[src/rtl/memory_board.sv]
// Memory-game board controller: shared cursor, two-flip turns, pair compare,
// mismatch hold window, two-player scoring and end-of-game detection.
module memory_board #(
    parameter int unsigned N_TILES     = 16,
    parameter int unsigned LABEL_W     = 4,
    parameter int unsigned HOLD_CYCLES = 4
) (
    input  logic                                 clk,
    input  logic                                 rst,
    input  logic                                 move,
    input  logic                                 select,
    input  logic [N_TILES*LABEL_W-1:0]           labels_in,
    output logic [2*N_TILES-1:0]                 tile_view,
    output logic [$clog2(N_TILES)-1:0]           cursor,
    output logic                                 player,
    output logic [$clog2(N_TILES/2+1)-1:0]       score0,
    output logic [$clog2(N_TILES/2+1)-1:0]       score1,
    output logic                                 match_pulse,
    output logic                                 mismatch_pulse,
    output logic                                 done
);

    localparam int unsigned IDX_W   = $clog2(N_TILES);
    localparam int unsigned SCORE_W = $clog2(N_TILES/2+1);
    localparam int unsigned HOLD_W  = $clog2(HOLD_CYCLES+1);

    localparam logic [2:0] S_FIRST   = 3'd0;
    localparam logic [2:0] S_SECOND  = 3'd1;
    localparam logic [2:0] S_COMPARE = 3'd2;
    localparam logic [2:0] S_HOLD    = 3'd3;
    localparam logic [2:0] S_DONE    = 3'd4;

    localparam logic [1:0] T_HIDDEN  = 2'b00;
    localparam logic [1:0] T_FLIPPED = 2'b01;
    localparam logic [1:0] T_MATCHED = 2'b10;

    logic [2:0]         state_q, state_d;
    logic [IDX_W-1:0]   cursor_q, cursor_d;
    logic [IDX_W-1:0]   a_q, a_d;
    logic [IDX_W-1:0]   b_q, b_d;
    logic [1:0]         tile_q [N_TILES];
    logic [1:0]         tile_d [N_TILES];
    logic               player_q, player_d;
    logic [SCORE_W-1:0] score0_q, score0_d;
    logic [SCORE_W-1:0] score1_q, score1_d;
    logic [SCORE_W-1:0] pairs_q, pairs_d;
    logic [HOLD_W-1:0]  hold_q, hold_d;
    logic               match_q, match_d;
    logic               mismatch_q, mismatch_d;
    logic               done_q, done_d;

    logic [LABEL_W-1:0] label_arr [N_TILES];
    logic [IDX_W-1:0]   cursor_next;
    logic               last_pair;

    // Unpack labels and pack tile codes for the outputs
    for (genvar i = 0; i < int'(N_TILES); i++) begin : g_tiles
        assign label_arr[i]         = labels_in[i*LABEL_W +: LABEL_W];
        assign tile_view[2*i +: 2]  = tile_q[i];
    end

    assign cursor_next = (cursor_q == IDX_W'(N_TILES-1)) ? '0 : cursor_q + IDX_W'(1);
    assign last_pair   = (pairs_q == SCORE_W'(N_TILES/2-1));

    // Next-state and datapath
    always_comb begin
        state_d    = state_q;
        cursor_d   = cursor_q;
        a_d        = a_q;
        b_d        = b_q;
        tile_d     = tile_q;
        player_d   = player_q;
        score0_d   = score0_q;
        score1_d   = score1_q;
        pairs_d    = pairs_q;
        hold_d     = hold_q;
        match_d    = 1'b0;
        mismatch_d = 1'b0;
        done_d     = done_q;

        // Select below uses cursor_q, so a simultaneous move acts after it
        if (move && (state_q != S_DONE)) begin
            cursor_d = cursor_next;
        end

        case (state_q)
            S_FIRST: begin
                if (select && (tile_q[cursor_q] == T_HIDDEN)) begin
                    tile_d[cursor_q] = T_FLIPPED;
                    a_d              = cursor_q;
                    state_d          = S_SECOND;
                end
            end
            S_SECOND: begin
                if (select && (tile_q[cursor_q] == T_HIDDEN)) begin
                    tile_d[cursor_q] = T_FLIPPED;
                    b_d              = cursor_q;
                    state_d          = S_COMPARE;
                end
            end
            S_COMPARE: begin
                if (label_arr[a_q] == label_arr[b_q]) begin
                    tile_d[a_q] = T_MATCHED;
                    tile_d[b_q] = T_MATCHED;
                    if (player_q) begin
                        score1_d = score1_q + SCORE_W'(1);
                    end else begin
                        score0_d = score0_q + SCORE_W'(1);
                    end
                    match_d = 1'b1;
                    pairs_d = pairs_q + SCORE_W'(1);
                    if (last_pair) begin
                        done_d  = 1'b1;
                        state_d = S_DONE;
                    end else begin
                        state_d = S_FIRST;
                    end
                end else begin
                    mismatch_d = 1'b1;
                    hold_d     = HOLD_W'(HOLD_CYCLES);
                    state_d    = S_HOLD;
                end
            end
            S_HOLD: begin
                if (hold_q <= HOLD_W'(1)) begin
                    hold_d      = '0;
                    tile_d[a_q] = T_HIDDEN;
                    tile_d[b_q] = T_HIDDEN;
                    player_d    = ~player_q;
                    state_d     = S_FIRST;
                end else begin
                    hold_d = hold_q - HOLD_W'(1);
                end
            end
            S_DONE: begin
                state_d = S_DONE;
            end
            default: begin
                state_d = S_FIRST;
            end
        endcase
    end

    // State registers
    always_ff @(posedge clk or negedge rst) begin
        if (!rst) begin
            state_q    <= S_FIRST;
            cursor_q   <= '0;
            a_q        <= '0;
            b_q        <= '0;
            for (int i = 0; i < int'(N_TILES); i++) begin
                tile_q[i] <= T_HIDDEN;
            end
            player_q   <= 1'b0;
            score0_q   <= '0;
            score1_q   <= '0;
            pairs_q    <= '0;
            hold_q     <= '0;
            match_q    <= 1'b0;
            mismatch_q <= 1'b0;
            done_q     <= 1'b0;
        end else begin
            state_q    <= state_d;
            cursor_q   <= cursor_d;
            a_q        <= a_d;
            b_q        <= b_d;
            tile_q     <= tile_d;
            player_q   <= player_d;
            score0_q   <= score0_d;
            score1_q   <= score1_d;
            pairs_q    <= pairs_d;
            hold_q     <= hold_d;
            match_q    <= match_d;
            mismatch_q <= mismatch_d;
            done_q     <= done_d;
        end
    end

    assign cursor         = cursor_q;
    assign player         = player_q;
    assign score0         = score0_q;
    assign score1         = score1_q;
    assign match_pulse    = match_q;
    assign mismatch_pulse = mismatch_q;
    assign done           = done_q;

endmodule

[config.mk]
export PLATFORM = sky130hd
export DESIGN_NAME = memory_board
export DESIGN_NICKNAME = d
export VERILOG_FILES = /design/src/rtl/memory_board.sv
export SDC_FILE = /design/constraint.sdc
export NUM_CORES = 1
export LEC_CHECK = 0
export CAP_MARGIN = 40
export CORE_MARGIN = 1.5
export CORE_UTILIZATION = 40
export CTS_CLUSTER_DIAMETER = 40
export DETAILED_ROUTE_END_ITERATION = 7
export PLACE_DENSITY_LB_ADDON = 0.05
export SYNTH_ARGS = -nofsm -noshare
export SYNTH_HDL_FRONTEND = slang
export SYNTH_SLANG_ARGS = --single-unit
[constraint.sdc]
create_clock -name clk -period 3.2 [get_ports clk]
set_input_delay 0.64 -clock clk [delete_from_list [all_inputs] [get_ports clk]]
set_output_delay 0.64 -clock clk [all_outputs]
set_load 0.005 [all_outputs]
Word level (Yosys, flattened, before mapping):

Index checks and enable logic that the tools add are counted.

* $add $sub $neg: 5
* multiply operators: 0
* divide/modulo/power cells: 0
* order comparisons: 7
* eq/ne operators: 14
* shifts and indexed selects: 0
* muxes and demuxes: 33
* bitwise operators: 17
* reduce and logical (&&, ||, !) cells: 20

Operators with widths (number)
* 2-to-1 mux 32 bit: 3
* case mux 32 bit (3 select lines): 1
* AND 32 bit: 2
* inverter 32 bit: 2
* AND 16 bit: 3
* inverter 16 bit: 3
* bitwise OR 16 bit: 3
* binary-select mux 4 bit (select 4 bit): 2
* demux 2 bit (select 4 bit): 3
* 2-to-1 mux 3 bit: 7
* 2-to-1 mux 4 bit: 5
* adder 4 x 1 -> 4 bit (second input constant): 4
* greater-or-equal comparator 5 bit (second input constant): 3
* < comparator 5 x 1 -> 1 bit (second input constant): 3
* inverter 4 -> 5 bit: 3
* case mux 3 bit (5 select lines): 1
* AND reduction 3 bit: 4
* 2-to-1 mux 2 bit: 5
* != test 2 bit (second input constant): 5
* AND reduction 2 bit: 5
* binary-select mux 2 bit (select 4 bit): 1
* == test 3 x 2 -> 1 bit (second input constant): 2
* case mux 3 bit (2 select lines): 1
* logical AND 1 bit: 5
* 17 further kinds: 20

* register bits after elaboration: 66
* bits in latches: 0
* RAM bits: 0
* memory bits (read-only): 0
* word-level logic and storage cells: 124
* memories: 0

Depth between registers and ports, before layout:

Gate-level depths: netlist (run 1).

* depth in word-level cells: 10
* mapped depth: 10
* depth with buffers taken out: 7

Worst setup path after synthesis (run 1):

No wires, ideal clock.

* kind: input -> register
* start: input labels_in[4]
* end: register score1_q[1], in the netlist score1[1]
* library setup time: 0.125 ns
* data arrival time: 2.490 ns
* required time: 3.075 ns
* slack: 0.585 ns
* stages: 8
* buffers on the path: 1
* path through: mux4_1 -> a22oi_1 -> nand2_1 -> xor2_1 -> nor4_4 -> buf_6 -> nand3_4 -> mux2_4

* longest elaborated chain between the ends: 5

Ends and longest elaborated chain
* start, declared: line 12 `input logic [N_TILES*LABEL_W-1:0] labels_in,`
* binary-select mux 4 bit (select 4 bit): line 102 `if (label_arr[a_q] == label_arr[b_q]) begin`
* 2-to-1 mux 4 bit (not written as such) (2 in a row): line 102
* == test 4 bit (*): line 102
* AND reduction 3 bit (no source line) (*)
* end signal, assigned: line 170 `score1_q <= score1_d;`
* end, declared: line 45 `logic [SCORE_W-1:0] score1_q, score1_d;`

Every way passes the cells marked *; elsewhere a longest branch is shown, timed or not. The select of a mux whose other input is x is not followed.
A chain may end at the register's enable or synchronous reset.

Final worst setup path (run 1):

* start: input labels_in[20]
* end: register tile_q (netlist bit tile_view[3])

* longest elaborated chain between the ends: 6

Ends and longest elaborated chain
* binary-select mux 4 bit (select 4 bit): line 102
* 2-to-1 mux 4 bit (not written as such) (2 in a row): line 102
* == test 4 bit (*): line 102
* != test 2 bit (no source line) (*)
* AND reduction 4 bit (no source line) (*)
* end signal, assigned: line 167 `tile_q <= tile_d;`
* end, declared: line 41 `logic [1:0] tile_q [N_TILES];`

Marked as above.

==> metrics, run 1 <==
Slew @ Worst Pin=approximately 0.7 ns; syn_area_per_cell=10.24 µm²; Overall Power=6.476 mW; Post-Syn Area=about 0.0047 mm²; 1st-pass router iterations=4; Crit. Startpoint=labels_in[20]; clk root buf=clkbuf_16; Antenna Cells=0; Vias=4454; crit path DAT=about 3.1 ns; antenna violations before repair=0; Synth cell types=between 60 and 70; DR iter-0 viols=264; async set or reset register ratio after synthesis=100.0%; Setup Total Neg Slack=0 ns; Die Area=around 0.012 mm²; Non-Filler Instances=738; GRT Util Overall=between 20% and 30%; Vert. Die Dim=roughly 110 µm; largest net degree at the start of global routing=67; final count of negative-setup-slack endpoints=0; crit path kind=in2reg; Mapped Nets=538; layout cells sized above 1=16.64%; total CTS buffers=9; vias in the first global route=4543; most frequent cells in the layout=114 x clkdlybuf4s50_1, 66 x dfrtp_1, 32 x nand2_1, 30 x nor2_1, 26 x buf_4; Peak VDD IR=0.8423 mV; most common cell after layout, fill and taps aside=clkdlybuf4s50_1; post-DP HPWL=10.94 mm; CTS tree=built; total detailed-routing wirelength=14.77 mm; fmax=342.9 MHz; Seq/Total Area, Yosys=approximately a third; P&R area growth vs syn=37.87%; register area=0.001652 mm²; clock buffer depth=2; fill count=1020; Port Buffers=115; Layout Nets=approximately 670; P per Cell Area=992.8 mW/mm²; Core ar.=roughly 0.011 mm²; TritonCTS Sinks=66; FP Rows=39; final hold violation count=0; critical path endpoint category=flop; Final Cycle Share=about nine tenths; Die X=between 100 and 150 µm; post-route ant nets=0; clk_skew=0.01119 ns; result of the run=completed; Post-CTS Setup Bufs=0; Final Critical Period=~2.9 ns; number of synthesized flops with an enable pin=0; unrepaired setup endpoints after global routing=no; Post-CTS Hold Buffers=0; Gate Count Post-Synth=462; worst hold path class=in2async; # IOs=116; Max-slew headroom=53.26%; Synth Warn #=0; Via density=6.035; crit path max fanout=11; Worst-path clk slew=0.06 ns; wire length per cell=between 20 and 25 µm; Residual DRC=0; critical path required time=3.42 ns; R2R Path Start=b_q[0]$_DFFE_PN0P_; final core utilization=56.88%; first-pass GRT wire length=around 24 mm; #FFs+latches synth=66; GP Congestion=0.8801; clk_lat worst skew=0.34 ns; GRT overflow=0; Post-CTS Resized=0; max-cap violations=0; dpl cells=722; crit start category=input pin; ys flop type=dfrtp_1; leakage power=2.746 nW; area occupied by multi-input gates=between 0.002 and 0.003 mm²; Initial Util=41.25%; H-tree lvl count=3; fin. max-slew vios=0
[per-layer routing]
metal	global-route usage (%)	part of all wire, %	routed length [µm]
met5	0	0	0
met4	8.861	2.5	370
met3	4.736	6.1	902
met2	39.59	49	7196
met1	32.49	43	6303
[layout make-up]
| class | count | share of cell area [%] |
|---|---|---|
| flip-flops and latches | 66 | 25.32 |
| clock inverters | 5 | 0.9400 |
| clock buffers | 11 | 3.875 |
| well taps | 143 | 2.743 |
| repair buffers | 149 | 22.56 |
| inverters | 26 | 1.496 |
| multi-input cells | 338 | 43.07 |
[power breakdown]
group | total, mW | switching, mW | leakage [nW] | internal [mW]
registers | 1.54 | 0.374 | 0.829 | 1.17
logic | 3.90 | 1.95 | 1.77 | 1.95
clock network | 1.03 | 0.382 | 0.144 | 0.648
total | 6.48 | 2.71 | 2.75 | 3.77
[stage by stage]
step	setup WS [ns]	instance area (µm²)	hold WS (ns)
floorplan	0.5848	4731	0.3444
global placement	-0.02262	6198	0.4562
detailed placement	-0.05818	6208	0.4651
CTS	0.2789	6523	0.3341
global route	0.07775	6523	0.3389
finish	0.2841	6523	0.3065
[cells by family (layout without fill, tap and decap cells)]
family	count (synthesis)	after routing	synth area share [%]
flops	66	66	34.91
fa+ha+maj	8	8	2.116
xor+xnor	15	15	2.777
compound gates	136	136	20.97
simple gates	135	135	14.63
buf+inv	58	191	5.713
mux	44	44	18.88
[path summary, 6_finish.rpt]
| path | endpoint | slack, ns | cells past startpoint |
|---|---|---|---|
| worst max-delay path | tile_view[3]$_DFFE_PN0P_ | 0.28 | 10 |
| worst max register to register | tile_view[3]$_DFFE_PN0P_ | 0.37 | 10 |
| min in group clk | pairs_q[3]$_DFFE_PN0P_ | 0.48 | 1 |
| worst min-delay path | a_q[0]$_DFFE_PN0P_ | 0.31 | 2 |
| max in group asynchronous | tile_view[25]$_DFFE_PN0P_ | 2.57 | 2 |
| worst min register to register | pairs_q[3]$_DFFE_PN0P_ | 0.48 | 1 |
[critical path: stages]
cell and delay (ns):
clkdlybuf4s50_1 0.42, mux4_1 0.51, a22oi_1 0.20, nand2_1 0.09, xor2_1 0.21, o41ai_2 0.35, buf_4 0.25, buf_4 0.18
a41oi_1 0.11, a21o_1 0.18
[cells in the mapped netlist (all sizes together), types with 5 or more instances]
library cell	n	share of area, %
a21o	10	1.6
a21oi	15	1.6
a22o	8	1.5
a22oi	17	2.7
a31oi	16	2.1
a41o	6	1.3
a41oi	8	1.5
buf	19	2.6
clkbuf	13	1.0
dfrtp	66	35
ha	8	2.1
inv	25	2.0
mux2	12	3.0
mux4	32	16
nand2	33	2.7
nand2b	9	1.2
nand3	19	2.4
nor2	30	2.4
nor2b	5	0.66
nor3	13	1.5
nor4	6	1.1
o21ai	16	1.8
o22a	5	0.93
o22ai	12	1.6
or2	5	0.66
xnor2	9	1.7
xor2	6	1.1
[sequential cells by signal, indices dropped and copies added (netlist names)]
register	cells
mismatch_pulse	1
b_q	4
a_q	4
tile_view	32
cursor	4
hold_q	3
state_q	3
score1	4
match_pulse	1
score0	4
pairs_q	4
player	1
done	1
No activity file was read; power rests on OpenSTA's default activity.
==> run 2: changes to the inputs <==
--- a/config.mk
+++ b/config.mk
@@ -7,10 +7,10 @@
 export LEC_CHECK = 0
 export CAP_MARGIN = 40
 export CORE_MARGIN = 1.5
-export CORE_UTILIZATION = 40
+export CORE_UTILIZATION = 51
 export CTS_CLUSTER_DIAMETER = 40
 export DETAILED_ROUTE_END_ITERATION = 7
-export PLACE_DENSITY_LB_ADDON = 0.05
+export PLACE_DENSITY = 0.85
 export SYNTH_ARGS = -nofsm -noshare
 export SYNTH_HDL_FRONTEND = slang
 export SYNTH_SLANG_ARGS = --single-unit
==> run 2 against run 1 <==
Core utilization rose by 14 points. Clock skew shrank 0.0064 ns. Sequential power rose by 5%. Sequential share of layout area grew 0.91 points. First-iteration DRC count up 65%. Worst hold slack better by 0.15 ns. Combinational power fell by 3%. Final cell count shrank 5.0%. Wire length decreased by 0.39%. Clock power fell by 37%. Total power is 6.2% lower. Cell area down 3.5%. Largest power group unchanged.
==> metrics, run 2 (same netlist as run 1, synthesis figures left out) <==
GRT Util Overall=30.96% (was 24.35%); 1st-pass router iterations=6 (was 4); Crit. Startpoint=b_q[1]$_DFFE_PN0P_ (was labels_in[20]); GRT met2 Usage=50.90% (was 39.59%); crit path max fanout=19 (was 11); FP Rows=34 (was 39); post-DP HPWL=11.02 mm (was 10.94 mm); Initial Util=53.46% (was 41.25%); H-tree lvl count=3 (unchanged); Die Area=0.009862 mm² (was 0.01249 mm²); Core ar.=0.008848 mm² (was 0.01147 mm²); CTS tree=built (unchanged); Placement Cell Area=0.006117 mm² (was 0.006208 mm²); fin. max-slew vios=0 (unchanged); DR iter-0 viols=435 (was 264); Post-CTS Resized=0 (unchanged); # IOs=116 (unchanged); Vert. Die Dim=99.31 µm (was 111.8 µm); post-route cell area=0.006296 mm² (was 0.006523 mm²); final hold violation count=0 (unchanged); Worst R2R End=tile_view[26]$_DFFE_PN0P_ (was tile_view[3]$_DFFE_PN0P_); largest net degree at the start of global routing=67 (unchanged); P per Cell Area=964.7 mW/mm² (was 992.8 mW/mm²); total detailed-routing wirelength=14.72 mm (was 14.77 mm); Port Buffers=115 (unchanged); crit path DAT=3.18 ns (was 3.13 ns); Via density=6.663 (was 6.035); result of the run=completed (unchanged); GRT overflow=0 (unchanged); critical path endpoint category=flop (unchanged); GP Congestion=0.9166 (was 0.8801); Max-slew headroom=43.83% (was 53.26%); TritonCTS Sinks=66 (unchanged); Largest register FFs=32 (unchanged); first-pass GRT wire length=24.01 mm (was 23.91 mm); post-route ant nets=0 (unchanged); Worst setup endpoint=tile_view[26]$_DFFE_PN0P_ (was tile_view[3]$_DFFE_PN0P_); leakage power=2.662 nW (was 2.746 nW); max incr delay on CP=0.83 ns (was 0.51 ns); critical path required time=3.42 ns (about the same); cells along the critical path=mux4_1, a22oi_1, nand2_1, xor2_1, o41ai_2, buf_4, and3_1, buf_12, a31oi_1 (was clkdlybuf4s50_1, mux4_1, a22oi_1, nand2_1, xor2_1, o41ai_2, buf_4, buf_4, a41oi_1, a21o_1); met1 Usage GRT=40.76% (was 32.49%); wire length per cell=20.99 µm (was 20.02 µm); Die X=99.31 µm (was 111.8 µm); clock buffer depth=2 (unchanged); Slew @ Worst Pin=0.8425 ns (was 0.6996 ns); Residual DRC=0 (unchanged); crit start category=flop (was input pin); clk_lat worst skew=0.35 ns (was 0.34 ns); Layout Nets=664 (was 666); R2R Path Start=b_q[1]$_DFFE_PN0P_ (was b_q[0]$_DFFE_PN0P_); FF-to-FF path depth=9 (was 10); P&R area growth vs syn=33.09% (was 37.87%); Worst-path clk slew=0.08 ns (was 0.06 ns); clk root buf=clkbuf_8 (was clkbuf_16); Vias=4671 (was 4454); Reg2Reg Setup Slack=0.24 ns (was 0.37 ns); unrepaired setup endpoints after global routing=no (unchanged); Non-Filler Instances=701 (was 738); most common cell after layout, fill and taps aside=clkdlybuf4s50_1 (unchanged); Slowest-stage cell, CP=dfrtp_1 (was mux4_1); antenna violations before repair=0 (unchanged); max-cap violations=0 (unchanged); Final Cycle Share=92.44% (was 91.12%); clk_skew=0.004765 ns (was 0.01119 ns); final count of negative-setup-slack endpoints=0 (unchanged); layout cells sized above 1=16.36% (was 16.64%); vias in the first global route=4657 (was 4543); worst hold path class=in2async (unchanged); fmax=338.0 MHz (was 342.9 MHz); GR peak layer=met2 (unchanged); Post-CTS Setup Bufs=0 (unchanged); Post-CTS Hold Buffers=0 (unchanged); grt met3 use=5.762% (was 4.736%); crit path kind=reg2reg (was in2reg); Peak VDD IR=0.4600 mV (was 0.8423 mV); Final Critical Period=2.958 ns (was 2.916 ns); most frequent cells in the layout=114 x clkdlybuf4s50_1, 66 x dfrtp_1, 32 x nand2_1, 30 x nor2_1, 29 x buf_4 (was 114 x clkdlybuf4s50_1, 66 x dfrtp_1, 32 x nand2_1, 30 x nor2_1, 26 x buf_4); Antenna Cells=0 (unchanged); total CTS buffers=9 (unchanged); dpl cells=685 (was 722)
==> run 2: cell count changes in the layout (fill, tap and decap cells not counted), sizes merged <==
cell,before,now
bufinv,1,0
buf,35,33
clkbuf,11,10
clkinv,1,3
==> run 2: per-layer routing <==
layer / wire length [µm] / part of all wire, % / up-vias
li1: - / - / 2049
met1: 5826 / 40 / 2297
met2: 7098 / 48 / 281
met3: 1307 / 8.9 / 44
met4: 483 / 3.3 / 0
met5: 0 / 0 / -
==> run 2: area by class of cell <==
class | instances | area (µm²)
multi-input combinational | 338 | 2809
fill | 657 | 2552
sequential | 66 | 1652
timing repair buffer | 147 | 1424
clock buffer | 10 | 137.6
tap | 108 | 135.1
inverter | 26 | 97.59
clock inverter | 6 | 41.29
==> run 2: worst min path at each step <==
stage,from,to,depth (start not counted)
floorplan,rst,a_q[0]$_DFFE_PN0P_,0
global placement,done$_DFFE_PN0P_,done$_DFFE_PN0P_,1
detailed placement,pairs_q[3]$_DFFE_PN0P_,pairs_q[3]$_DFFE_PN0P_,1
CTS,score0[3]$_DFFE_PN0P_,score0[3]$_DFFE_PN0P_,1
global route,pairs_q[3]$_DFFE_PN0P_,pairs_q[3]$_DFFE_PN0P_,1
finish,rst,tile_view[5]$_DFFE_PN0P_,2
==> run 2: worst max-delay path: cells and delay by family, from the launching register on <==
kind            cells  cell delay, ns
compound gates      3            0.65
simple gates        2            0.32
mux                 1            0.41
buf+inv             2            0.41
xor+xnor            1            0.21
flops               1            0.83
==> run 2: per-stage QoR <==
step | setup WS, ns | setup TNS, ns | total power [mW] | hold slack (ns) | utilization, %
after floorplan | 0.5848 | 0 | 3.820 | 0.3444 | -
after global placement | -0.04157 | -0.2999 | 5.256 | 0.4578 | 69.13
after detailed placement | -0.1004 | -1.306 | 5.363 | 0.4688 | 69.13
after CTS | 0.2576 | 0 | 6.019 | 0.4851 | 71.15
after global routing | 0.07277 | 0 | 6.439 | 0.4949 | 71.15
final | 0.2419 | 0 | 6.074 | 0.4553 | 71.15
==> run 2: power breakdown <==
part	internal (mW)	switching, mW	total, mW
Sequential	1.17	0.456	1.62
Combinational	1.92	1.89	3.80
Clock	0.302	0.347	0.648
Total	3.38	2.69	6.07
==> run 3: changes to the inputs <==
--- a/config.mk
+++ b/config.mk
@@ -6,7 +6,7 @@
 export NUM_CORES = 1
 export LEC_CHECK = 0
 export CAP_MARGIN = 40
-export CORE_MARGIN = 1.5
+export CORE_MARGIN = 2
 export CORE_UTILIZATION = 51
 export CTS_CLUSTER_DIAMETER = 40
 export DETAILED_ROUTE_END_ITERATION = 7
==> run 3 against run 2 <==
Critical path depth stayed put. Sequential power hardly changed. First-iteration DRC count is 19% lower. Sequential cell count stayed put. Global-route usage is 1.6 points lower. Core utilization is 1.6 points lower. Clock skew is 0.0082 ns higher. Sequential share of layout area is 0.13 points lower. Clock power is 36% higher. Worst hold slack worse by 0.26 ns. Via count is 2.3% lower. Critical path type unchanged. Largest power group unchanged. Highest routed layer unchanged.
==> metrics, run 3 (same netlist as run 1, synthesis figures left out) <==
Crit. Startpoint=b_q[1]$_DFFE_PN0P_ (unchanged); crit start category=flop (unchanged); Pint=3.547 mW (was 3.384 mW); first-pass GRT wire length=23.09 mm (was 24.01 mm); sequential power share=26.5% (was 26.7%); max incr delay on CP=0.86 ns (was 0.83 ns); Slew @ Worst Pin=0.8373 ns (was 0.8425 ns); Post-Place Worst Slack=-0.09739 ns (was -0.1004 ns); Slowest-stage cell, CP=dfrtp_1 (unchanged); clk root buf=clkbuf_8 (unchanged); TritonCTS Sinks=66 (unchanged); wire length on met1=5.547 mm (was 5.826 mm); Setup Total Neg Slack=0 ns (unchanged); post-route ant nets=0 (unchanged); most common cell after layout, fill and taps aside=clkdlybuf4s50_1 (unchanged); Max-slew headroom=43.67% (was 43.83%); crit path kind=reg2reg (unchanged); antenna violations before repair=0 (unchanged); wire length per cell=20.29 µm (was 20.99 µm); final core utilization=69.51% (was 71.15%); leakage power=2.668 nW (was 2.662 nW); GRT overflow=0 (unchanged); total detailed-routing wirelength=14.10 mm (was 14.72 mm); GP Congestion=0.9400 (was 0.9166); CTS tree=built (unchanged); Post-CTS Hold Buffers=0 (unchanged); share of total power in the clock network=14.3% (was 10.7%); final hold violation count=0 (unchanged); clk_skew=0.01293 ns (was 0.004765 ns); Die Area=0.01006 mm² (was 0.009862 mm²); layout cells sized above 1=15.24% (was 16.36%); P per Cell Area=976.7 mW/mm² (was 964.7 mW/mm²); fmax=332.1 MHz (was 338.0 MHz); final count of negative-setup-slack endpoints=0 (unchanged); Final Critical Period=3.011 ns (was 2.958 ns); # IOs=116 (unchanged); uppermost layer routed=met4 (unchanged); cells along the critical path=mux4_1, a22oi_1, nand2_1, xor2_1, o41ai_2, buf_4, and3_1, buf_12, a31oi_1 (unchanged); Core ar.=0.009109 mm² (was 0.008848 mm²); clk_lat worst skew=0.36 ns (was 0.35 ns); post-DP HPWL=10.69 mm (was 11.02 mm); Peak VDD IR=0.4018 mV (was 0.4600 mV); worst path buffer plus inverter count=2 (unchanged); crit path max fanout=22 (was 19); Die X=100.3 µm (was 99.31 µm); dpl cells=679 (was 685); Port Buffers=115 (unchanged); crit path DAT=3.23 ns (was 3.18 ns); sw frac=42.64% (was 44.29%); R2R Path Start=b_q[1]$_DFFE_PN0P_ (unchanged); fin. max-slew vios=0 (unchanged); met2 WL=6.835 mm (was 7.098 mm); Via density=6.564 (was 6.663); clock buffer depth=2 (unchanged); critical path required time=3.42 ns (about the same); Residual DRC=0 (unchanged); P&R area growth vs syn=33.83% (was 33.09%); unrepaired setup endpoints after global routing=no (unchanged); result of the run=completed (unchanged); Final Cycle Share=94.08% (was 92.44%); vias in the first global route=4592 (was 4657); Largest register FFs=32 (unchanged); Logic pwr share=59.2% (was 62.6%); Switching Power=2.637 mW (was 2.690 mW); H-tree lvl count=3 (unchanged); worst hold path class=in2async (unchanged); total CTS buffers=9 (unchanged); DR iter-0 viols=352 (was 435); most frequent cells in the layout=114 x clkdlybuf4s50_1, 65 x dfrtp_1, 32 x nand2_1, 30 x nor2_1, 25 x inv_1 (was 114 x clkdlybuf4s50_1, 66 x dfrtp_1, 32 x nand2_1, 30 x nor2_1, 29 x buf_4); Layout Nets=655 (was 664); WL met3=1.270 mm (was 1.307 mm); Vias=4562 (was 4671); Vert. Die Dim=100.3 µm (was 99.31 µm); max-cap violations=0 (unchanged); Non-Filler Instances=695 (was 701); critical path endpoint category=flop (unchanged); critical path's top delay family=flip-flops (unchanged); Worst-path clk slew=0.09 ns (was 0.08 ns); GRT Util Overall=29.33% (was 30.96%); Post-CTS Setup Bufs=0 (unchanged); Antenna Cells=0 (unchanged); fill count=695 (was 657); largest net degree at the start of global routing=31 (was 67); FP Rows=35 (was 34); Initial Util=51.94% (was 53.46%); fin worst setup slack=0.1893 ns (was 0.2419 ns); 1st-pass router iterations=5 (was 6)
==> run 3: cell types whose count changed in the layout (fill, tap and decap cells not counted), sizes merged <==
| cell | before | now |
|---|---|---|
| clkdlybuf4s18 | 0 | 1 |
| clkinvlp | 3 | 0 |
| buf | 33 | 23 |
| clkinv | 3 | 4 |
| bufinv | 0 | 3 |
| clkbuf | 10 | 9 |
==> run 3: through the flow <==
stage | hold WS [ns] | total power [mW] | cell area [µm²]
3_3_place_gp | 0.4609 | 5.144 | 6071
6_report | 0.1997 | 6.184 | 6331
4_1_cts | 0.2096 | 6.156 | 6330
2_1_floorplan | 0.3444 | 3.820 | 4731
3_5_place_dp | 0.4695 | 5.278 | 6081
5_1_grt | 0.2387 | 6.555 | 6331
==> run 3: worst paths after layout <==
path                                                  end  slack [ns]  depth (start not counted)
min in group clk                    score0[3]$_DFFE_PN0P_        0.48                          1
worst min register to register      score0[3]$_DFFE_PN0P_        0.48                          1
max in group asynchronous        tile_view[8]$_DFFE_PN0P_        2.27                          2
worst min-delay path            tile_view[31]$_DFFE_PN0P_        0.20                          1
worst max-delay path            tile_view[28]$_DFFE_PN0P_        0.19                          9
worst max register to register  tile_view[28]$_DFFE_PN0P_        0.19                          9
==> run 3: final cells by class <==
type | instances | area, µm² | area share [%]
tap | 111 | 138.9 | 2.194
multi-input combinational | 338 | 2809 | 44.37
clock inverter | 7 | 125.1 | 1.976
timing repair buffer | 138 | 1384 | 21.86
inverter | 26 | 97.59 | 1.542
sequential | 66 | 1653 | 26.11
clock buffer | 9 | 123.9 | 1.957
==> run 3: power by group through the flow <==
| stage | Combinational [mW] | Sequential [mW] | Clock (mW) |
|---|---|---|---|
| after floorplan | 2.35 | 1.47 | 0 |
| after global placement | 3.52 | 1.63 | 0 |
| after detailed placement | 3.63 | 1.65 | 0 |
| after CTS | 3.64 | 1.63 | 0.883 |
| after global routing | 3.94 | 1.70 | 0.919 |
| final | 3.66 | 1.64 | 0.884 |
==> run 3: per-layer routing <==
metal	vias up	GRT usage, %
met5	-	0
met4	0	14.44
met1	2198	37.72
met3	35	4.944
li1	2022	-
met2	307	48.17
==> run 3: repair_timing <==
action | CTS | global route
endpoints found under the hold margin | 0 | 0
setup endpoints to repair | 0 | 3
gates resized for setup | 0 | 1
==> run 3: worst register-to-register path, stage by stage (launching register included) <==
cell     delay, ns
dfrtp_1       0.86
mux4_1        0.42
a22oi_1       0.21
nand2_1       0.09
xor2_1        0.21
o41ai_2       0.38
buf_4         0.25
and3_1        0.22
buf_12        0.15
a31oi_1       0.09
